===== config.mk =====
export PLATFORM = sky130hd
export DESIGN_NAME = uart_rx
export DESIGN_NICKNAME = d
export VERILOG_FILES = /design/src/rtl/uart_rx_pkg.sv /design/src/rtl/uart_rx_sync2.sv /design/src/rtl/uart_rx.sv
export SDC_FILE = /design/constraint.sdc
export NUM_CORES = 1
export LEC_CHECK = 0
export ABC_AREA = 1
export CORE_ASPECT_RATIO = 1.5
export CORE_MARGIN = 2
export CORE_UTILIZATION = 45
export CTS_BUF_LIST = sky130_fd_sc_hd__clkbuf_8
export DETAILED_ROUTE_END_ITERATION = 10
export PLACE_DENSITY = 0.73
export SLEW_MARGIN = 20
export SYNTH_ARGS = -nofsm -noshare
export SYNTH_HDL_FRONTEND = slang
export SYNTH_HIERARCHICAL = 1
export SYNTH_SLANG_ARGS = --single-unit

===== constraint.sdc =====
create_clock -name clk -period 1.5 [get_ports clk]
set_input_delay 0.15 -clock clk [delete_from_list [all_inputs] [get_ports clk]]
set_output_delay 0.15 -clock clk [all_outputs]
set_load 0.02 [all_outputs]

===== src/rtl/uart_rx_pkg.sv =====
// Shared UART definitions: FSM state encoding, default line timing and the
// clocks-per-bit helper used by the receiver and transmitter.
package uart_rx_pkg;

    typedef enum logic [2:0] {
        StIdle  = 3'd0,
        StStart = 3'd1,
        StData  = 3'd2,
        StStop  = 3'd3,
        StBreak = 3'd4
    } uart_state_e;

    localparam int unsigned DEFAULT_CLK_FREQ = 50_000_000;
    localparam int unsigned DEFAULT_BAUD     = 9600;

    function automatic int unsigned clks_per_bit(input int unsigned clk_freq,
                                                 input int unsigned baud);
        return clk_freq / baud;
    endfunction

endpackage


===== src/rtl/uart_rx_sync2.sv =====
// Two-flop synchroniser for the asynchronous serial line; resets to the idle
// (high) level so no false start bit is seen coming out of reset.
module uart_rx_sync2 (
    input  logic clk,
    input  logic reset,
    input  logic d,
    output logic q
);

    logic meta;

    always_ff @(posedge clk or posedge reset) begin
        if (reset) begin
            meta <= 1'b1;
            q    <= 1'b1;
        end else begin
            meta <= d;
            q    <= meta;
        end
    end

endmodule


===== src/rtl/uart_rx.sv =====
// UART 8N1 receiver: mid-bit sampling, LSB-first assembly, holding register with
// valid/ack handshake, sticky framing and overrun flags.
module uart_rx
    import uart_rx_pkg::*;
#(
    parameter int unsigned CLK_FREQ = DEFAULT_CLK_FREQ,
    parameter int unsigned BAUD     = DEFAULT_BAUD
) (
    input  logic       clk,
    input  logic       reset,
    input  logic       rx,
    input  logic       rx_ack,
    input  logic       err_clr,
    output logic [7:0] rx_data,
    output logic       rx_valid,
    output logic       frame_err,
    output logic       overrun,
    output logic       busy
);

    localparam int unsigned CLKS_PER_BIT = clks_per_bit(CLK_FREQ, BAUD);
    localparam int unsigned TW = (CLKS_PER_BIT > 1) ? $clog2(CLKS_PER_BIT) : 1;
    localparam logic [TW-1:0] FULL_LOAD = TW'(CLKS_PER_BIT - 1);
    localparam logic [TW-1:0] HALF_LOAD = TW'(CLKS_PER_BIT / 2 - 1);

    logic          rx_s;
    uart_state_e   state;
    logic [TW-1:0] timer;
    logic [2:0]    bit_idx;
    logic [7:0]    shreg;

    uart_rx_sync2 u_sync (
        .clk   (clk),
        .reset (reset),
        .d     (rx),
        .q     (rx_s)
    );

    always_ff @(posedge clk or posedge reset) begin
        if (reset) begin
            state     <= StIdle;
            timer     <= '0;
            bit_idx   <= '0;
            shreg     <= '0;
            rx_data   <= 8'h00;
            rx_valid  <= 1'b0;
            frame_err <= 1'b0;
            overrun   <= 1'b0;
            busy      <= 1'b0;
        end else begin
            // Clears first so that a set event later in this block takes priority.
            if (err_clr) begin
                frame_err <= 1'b0;
                overrun   <= 1'b0;
            end
            if (rx_ack && rx_valid) begin
                rx_valid <= 1'b0;
            end

            unique case (state)
                StIdle: begin
                    if (!rx_s) begin
                        state <= StStart;
                        timer <= HALF_LOAD;
                        busy  <= 1'b1;
                    end
                end
                StStart: begin
                    if (timer == '0) begin
                        if (!rx_s) begin
                            state   <= StData;
                            bit_idx <= 3'd0;
                            timer   <= FULL_LOAD;
                        end else begin
                            state <= StIdle;
                            busy  <= 1'b0;
                        end
                    end else begin
                        timer <= timer - TW'(1);
                    end
                end
                StData: begin
                    if (timer == '0) begin
                        shreg   <= {rx_s, shreg[7:1]};
                        bit_idx <= bit_idx + 3'd1;
                        timer   <= FULL_LOAD;
                        if (bit_idx == 3'd7) begin
                            state <= StStop;
                        end
                    end else begin
                        timer <= timer - TW'(1);
                    end
                end
                StStop: begin
                    if (timer == '0) begin
                        if (rx_s) begin
                            if (!rx_valid || rx_ack) begin
                                rx_data  <= shreg;
                                rx_valid <= 1'b1;
                            end else begin
                                overrun <= 1'b1;
                            end
                            state <= StIdle;
                            busy  <= 1'b0;
                        end else begin
                            frame_err <= 1'b1;
                            state     <= StBreak;
                        end
                    end else begin
                        timer <= timer - TW'(1);
                    end
                end
                StBreak: begin
                    // A held-low line must return high before a new start bit counts.
                    if (rx_s) begin
                        state <= StIdle;
                        busy  <= 1'b0;
                    end
                end
                default: begin
                    state <= StIdle;
                    busy  <= 1'b0;
                end
            endcase
        end
    end

endmodule


== After elaboration in Yosys (flattened, before gate mapping) ==
Cells that the tools add are included.

* Bits of input ports: 5
* Output and inout bits: 12
* Flip-flop bits (word level): 41
* Logic and storage cells: 80

* Add/sub/neg operators: 2
* Mux-type cells: 37
* Bitwise logic cells: 1
* Equality and inequality tests: 15
* Reduce and logical (&&, ||, !) cells: 14

{| class="wikitable"
|+ Operators by type and width
! kind !! count
|-
| 13-bit 2-to-1 mux || 5
|-
| 13-bit case mux with 4 select lines || 1
|-
| 3-bit 2-to-1 mux || 10
|-
| 1-bit 2-to-1 mux || 17
|-
| 3-bit case mux with 5 select lines || 1
|-
| 2-bit != test, second input constant || 7
|-
| 13-bit zero test || 1
|-
| 13-bit by 1-bit subtractor with 13-bit output, second input constant || 1
|-
| 4-bit AND reduction || 3
|-
| 3-bit by 2-bit equality test with 1-bit output, second input constant || 2
|-
| 3-bit equality test, second input constant || 2
|-
| 3-bit case mux with 2 select lines || 1
|-
| 6-bit AND reduction || 1
|-
| 2-bit by 1-bit != test with 1-bit output, second input constant || 2
|-
| 1-bit case mux with 4 select lines || 1
|-
| 4-bit nonzero test || 1
|-
| 3-bit by 1-bit adder with 3-bit output, second input constant || 1
|-
| 3-bit by 1-bit equality test with 1-bit output, second input constant || 1
|-
| 3-bit zero test || 1
|-
| 3-bit != test, second input constant || 1
|-
| 3-bit AND reduction || 1
|-
| 2-bit 2-to-1 mux || 1
|-
| 2-bit AND reduction || 1
|-
| 2-bit nonzero test || 1
|-
| other kinds (5) || 5
|}

== Longest topological paths before layout ==
* Word-level depth: 6
* Gate-level depth with buffers: 11

== By module ==
The synthesis kept the hierarchy.

{| class="wikitable"
|+ Modules (own cells, without submodules)
! module !! times used !! area an instance (um^2) !! cells each
|-
| uart_rx || 1 || 2,175.8 || 283
|-
| uart_rx_sync2 || 1 || 56.3 || 3
|}

== Worst setup path after synthesis ==
Ideal clock, no wire load.

* Kind: reg2reg
* Start point: register timer[0]
* End point: register rx_data[5]
* Library setup time: 0.117 ns
* Path buffers: 1
* Data arrival time: 1.439 ns
* Data required time: 1.383 ns
* Period minus slack after synthesis: 1.556 ns
* Setup slack: -0.056 ns
* Stages on the path, launching flop included: 11
* Cells stage by stage: dfrtp_1 -> inv_1 -> ha_1 -> nand2_1 -> nor2_2 -> nand2_4 -> clkinv_2 -> nand4_4 -> buf_6 -> nand2_2 -> o21ai_2

* Longest elaborated chain between the ends: 2

{| class="wikitable"
|+ RTL lines
! element !! line !! text
|-
| start: declaration || uart_rx.sv:28 || <nowiki>logic [TW-1:0] timer;</nowiki>
|-
| start signal: assignment || uart_rx.sv:79 || <nowiki>timer <= timer - TW'(1);</nowiki>
|-
| start signal: assignment || uart_rx.sv:91 || <nowiki>timer <= timer - TW'(1);</nowiki>
|-
| start signal: assignment || uart_rx.sv:110 || <nowiki>timer <= timer - TW'(1);</nowiki>
|-
| 13-bit zero test || uart_rx.sv:95 || <nowiki>if (timer == '0) begin</nowiki>
|-
| 4-bit AND reduction (no line) || -- ||
|-
| end signal: assignment || uart_rx.sv:98 || <nowiki>rx_data <= shreg;</nowiki>
|-
| end: declaration || uart_rx.sv:14 || <nowiki>output logic [7:0] rx_data,</nowiki>
|}

Every way passes these cells.
A chain may end at the register's enable or synchronous reset.

== Final worst setup path ==
* Start point: register timer[4]
* End point: register rx_data[4]

Same word-level chain as after synthesis.

==> impl_metrics.toml <==
[status]
run_status = "finished, violations left"
violations = "setup timing"

[floorplanning]
std_cell_rows = 31
die_span_in_y_um = 90.3
die-width_um = 61.5
initial_utilization_pct = 46.4
core_region_area_um2 = 4810
design.portCount = 17
design.die.area_um2 = 5550

[worst_setup_path]
critPathKind = "reg2reg"
cp_num_cells = 9
crit_path_start_kind = "register"
critical_path.reg2reg.endpoint = "rx_data[4]$_DFFE_PP0P_"
worst_r2r_startpoint = "timer[4]$_DFFE_PP0P_"
cp_cell_sequence = "nor2_2 -> nand2_2 -> nor2_4 -> nand2_4 -> clkinv_4 -> nand4_4 -> buf_12 -> nand2_4 -> o21ai_2"
cp.required_ns = 1.70
critical-path-top-delay-family = "simple AND/OR/NAND/NOR gates"
setup.worst_path.end = "rx_data[4]$_DFFE_PP0P_"
setup.worst_path.start = "timer[4]$_DFFE_PP0P_"
reg2reg_slack_ns = -0.17
end_kind = "register"
count_of_cells_along_the_worst_register_to_register_path = 9
critical-path-top-cell-by-count = "nand2_4"
worstPathBufferInverterCount = 2
timing.critical_path.slowest_stage_cell = "dfrtp_1"
cp_max_fo = 8
timing.critical_path.arrival_ns = 1.87
slowest_delay_ns = 0.44

[power_and_ir_drop]
power.clock.fraction_pct = 41.2
total_leakage_power_nw = 1.66
switching_fraction_pct = 25.2
p_int_mw = 1.48
ir_drop_mv = 0.622
power.combinational.fraction_pct = 2.6
design_power_total_mw = 1.98
p_seq_share_pct = 56.2
power_switching_mw = 0.500
pwr_density_cell_nw_per_um2 = 595

[detailed_routing]
drc = 0
via_count = 2244
drt-total-wl_um = 6840
iter_0_drt_violations = 112
via_per_inst = 5.29
drt-pass1-iter-count = 4
avgRoutedWirePerCell_um = 16.1
detail_route_antenna_nets = 0

[sta]
final_max_slew_viol_count = 0
finalWorstSetupSlack_ns = -0.166
worstMarginPinSlew_ns = 0.363
clock_skew_ns = 0.0113
worst_slew_margin_rel_pct = 75.8
grt_setup_unrepaired = "true"
period_needed_ns = 1.67
totalNegativeSetupSlack_ns = -4.16
finalSetupViolCount = 37
hold_violations = 0
maxClockFrequency_mhz = 600
final.period_utilization_pct = 111

[clocking]
cts-root-buf = "clkbuf_8"
cts_tree = "yes"
clock_latency_ns = 0.30
tritoncts.num_buffers = 5
ctsHtreeMaxLevel = 2
longest_clk_path_bufs = 2
clkSlewWorstSetupHoldPaths_ns = 0.10
cts_sinks = 41

[finish]
layout-area-overhead-vs-synth_pct = 49.1
fin_nets = 366
drive_gt1_share_pct = 42.7
post-route-util_pct = 69.2
antenna_cells = 0

[global_route]
grt.overflow.total = 0
antenna_found_initial = 0
global_route.usage.met1_pct = 26.0
use_met3_pct = 3.15
use_met2_pct = 37.0
grt_max_degree = 40
grt_pass1_wl_um = 9440
globalRoute.busiestLayer = "met2"
via_count_of_the_first_global_routing_pass = 2128
grt_util_all_layers_pct = 22.3

[placed_design]
portBuffers = 16
globalplace.congestion = 0.843
detailedPlacementHpwl_um = 3900
dp_worst_setup_slack_ns = -0.153

[yosys]
synth.cell_area_um2 = 2230
synth_area_leader_cell = "dfrtp_1"
postSynthCellCount = 286
synth_seq_area_share_pct = 46.1
yosys.cell_types.count = 28
synth_fp_nets = 295
postSynth.asyncResetShare_pct = 100
ys.warnings.count = 6
synth_top_cells_by_count = "nand2_1 (87), dfrtp_1 (39), inv_1 (33)"
ys_dominant_reg_cell = "dfrtp_1"
post_synth_main_area_contributors = "dfrtp_1 (44%), nand2_1 (15%), nand3_1 (6.7%)"
post-synth-top-area-fraction_pct = 43.7
ys_seq_elements = 41
most_common_cell_in_the_netlist = "nand2_1"
synth_area_per_cell_um2 = 7.80
number_of_enable_flip_flop_cells_after_synthesis = 0

[job]
drv_cap = 0

[hold_path]
worst_min_path_class = "in2async"
[power groups by stage]
stage	clock, mW	sequential, mW	combinational, mW
global placement	0	1.13	0.0519
detailed placement	0	1.13	0.0515
floorplan	0	1.13	0.0255
global route	0.861	1.11	0.0599
finish	0.815	1.11	0.0520
CTS	0.813	1.11	0.0520
[through the flow]
stage / cell area (um^2) / cells / hold WS [ns]
floorplan: 2240 / 286 / 0.0615
global placement: 2750 / 399 / 0.349
detailed placement: 2750 / 399 / 0.351
CTS: 3040 / 413 / 0.181
global route: 3330 / 424 / 0.201
finish: 3330 / 424 / 0.184
[layer usage]
layer	vias up	wire length (um)	part of all wire (%)
li1	1054	-	-
met1	1074	2430	35
met2	89	3770	55
met3	27	265	3.9
met4	0	372	5.4
met5	-	0	0
[worst register-to-register path, cell delays in order (launching register included)]
cell      delay [ns]
dfrtp_1         0.44
nor2_2          0.15
nand2_2         0.10
nor2_4          0.24
nand2_4         0.12
clkinv_4        0.09
nand4_4         0.12
buf_12          0.19
nand2_4         0.06
o21ai_2         0.05
[cell families after synthesis]
| kind of cell | share of synthesized area, % |
|---|---|
| adders and majority gates | 2.24 |
| and+or+nand+nor | 33.2 |
| xor gates and xnor gates | 0.392 |
| AOI/OAI and AO/OA | 10.0 |
| buffers and inverters | 8.02 |
| DFF | 46.1 |
[layout make-up]
| type | instances | area, um^2 |
|---|---|---|
| timing repair buffer | 66 | 647 |
| clock inverter | 3 | 28.8 |
| clock buffer | 5 | 68.8 |
| sequential | 41 | 1030 |
| fill | 344 | 1480 |
| tap | 66 | 82.6 |
| multi-input combinational | 205 | 1320 |
| inverter | 38 | 148 |
[placed cells by master (no fill, tap or decap), types with 2 or more instances in the layout]
master           instances
buf_12                   4
buf_4                   39
buf_6                    5
clkbuf_8                 5
clkdlybuf4s50_1         14
dfrtp_1                 37
dfrtp_2                  2
dfstp_2                  2
dlymetal6s2s_1           2
ha_1                     2
ha_4                     2
inv_1                   28
inv_2                    9
inv_6                    2
nand2_1                 63
nand2_2                 22
nand2_4                  7
nand3_1                 20
nand3_2                  9
nand3_4                  4
nand4_1                  3
nor2_1                  15
nor2_2                   7
nor2_4                   7
o21ai_0                  6
o21ai_1                 11
o21ai_2                 15
o21ai_4                  2
or2_2                    3
[sequential cells by signal, summed over array words and instances, names as in the netlist]
signal,cells
frame_err,1
state,3
busy,1
bit_idx,3
u_sync/q,1
rx_valid,1
shreg,8
timer,13
u_sync/meta,1
overrun,1
rx_data,8
[worst min path at each step]
stage | from | endpoint | slack [ns]
after global routing | reset | u_sync/meta$_DFF_PP1_ | 0.20
after CTS | reset | u_sync/meta$_DFF_PP1_ | 0.18
after floorplan | reset | u_sync/meta$_DFF_PP1_ | 0.06
after global placement | u_sync/meta$_DFF_PP1_ | u_sync/q$_DFF_PP1_ | 0.35
final | reset | u_sync/meta$_DFF_PP1_ | 0.18
after detailed placement | u_sync/meta$_DFF_PP1_ | u_sync/q$_DFF_PP1_ | 0.35
[timing repair]
action | CTS | global route
buffers inserted | 5 | 7
endpoints found under the setup margin | 25 | 35
resized for setup | 36 | 65
pin swaps | 7 | 9
hold buffers | 0 | 0
cloned | 1 | 4
(Power assumes the default switching activity.)
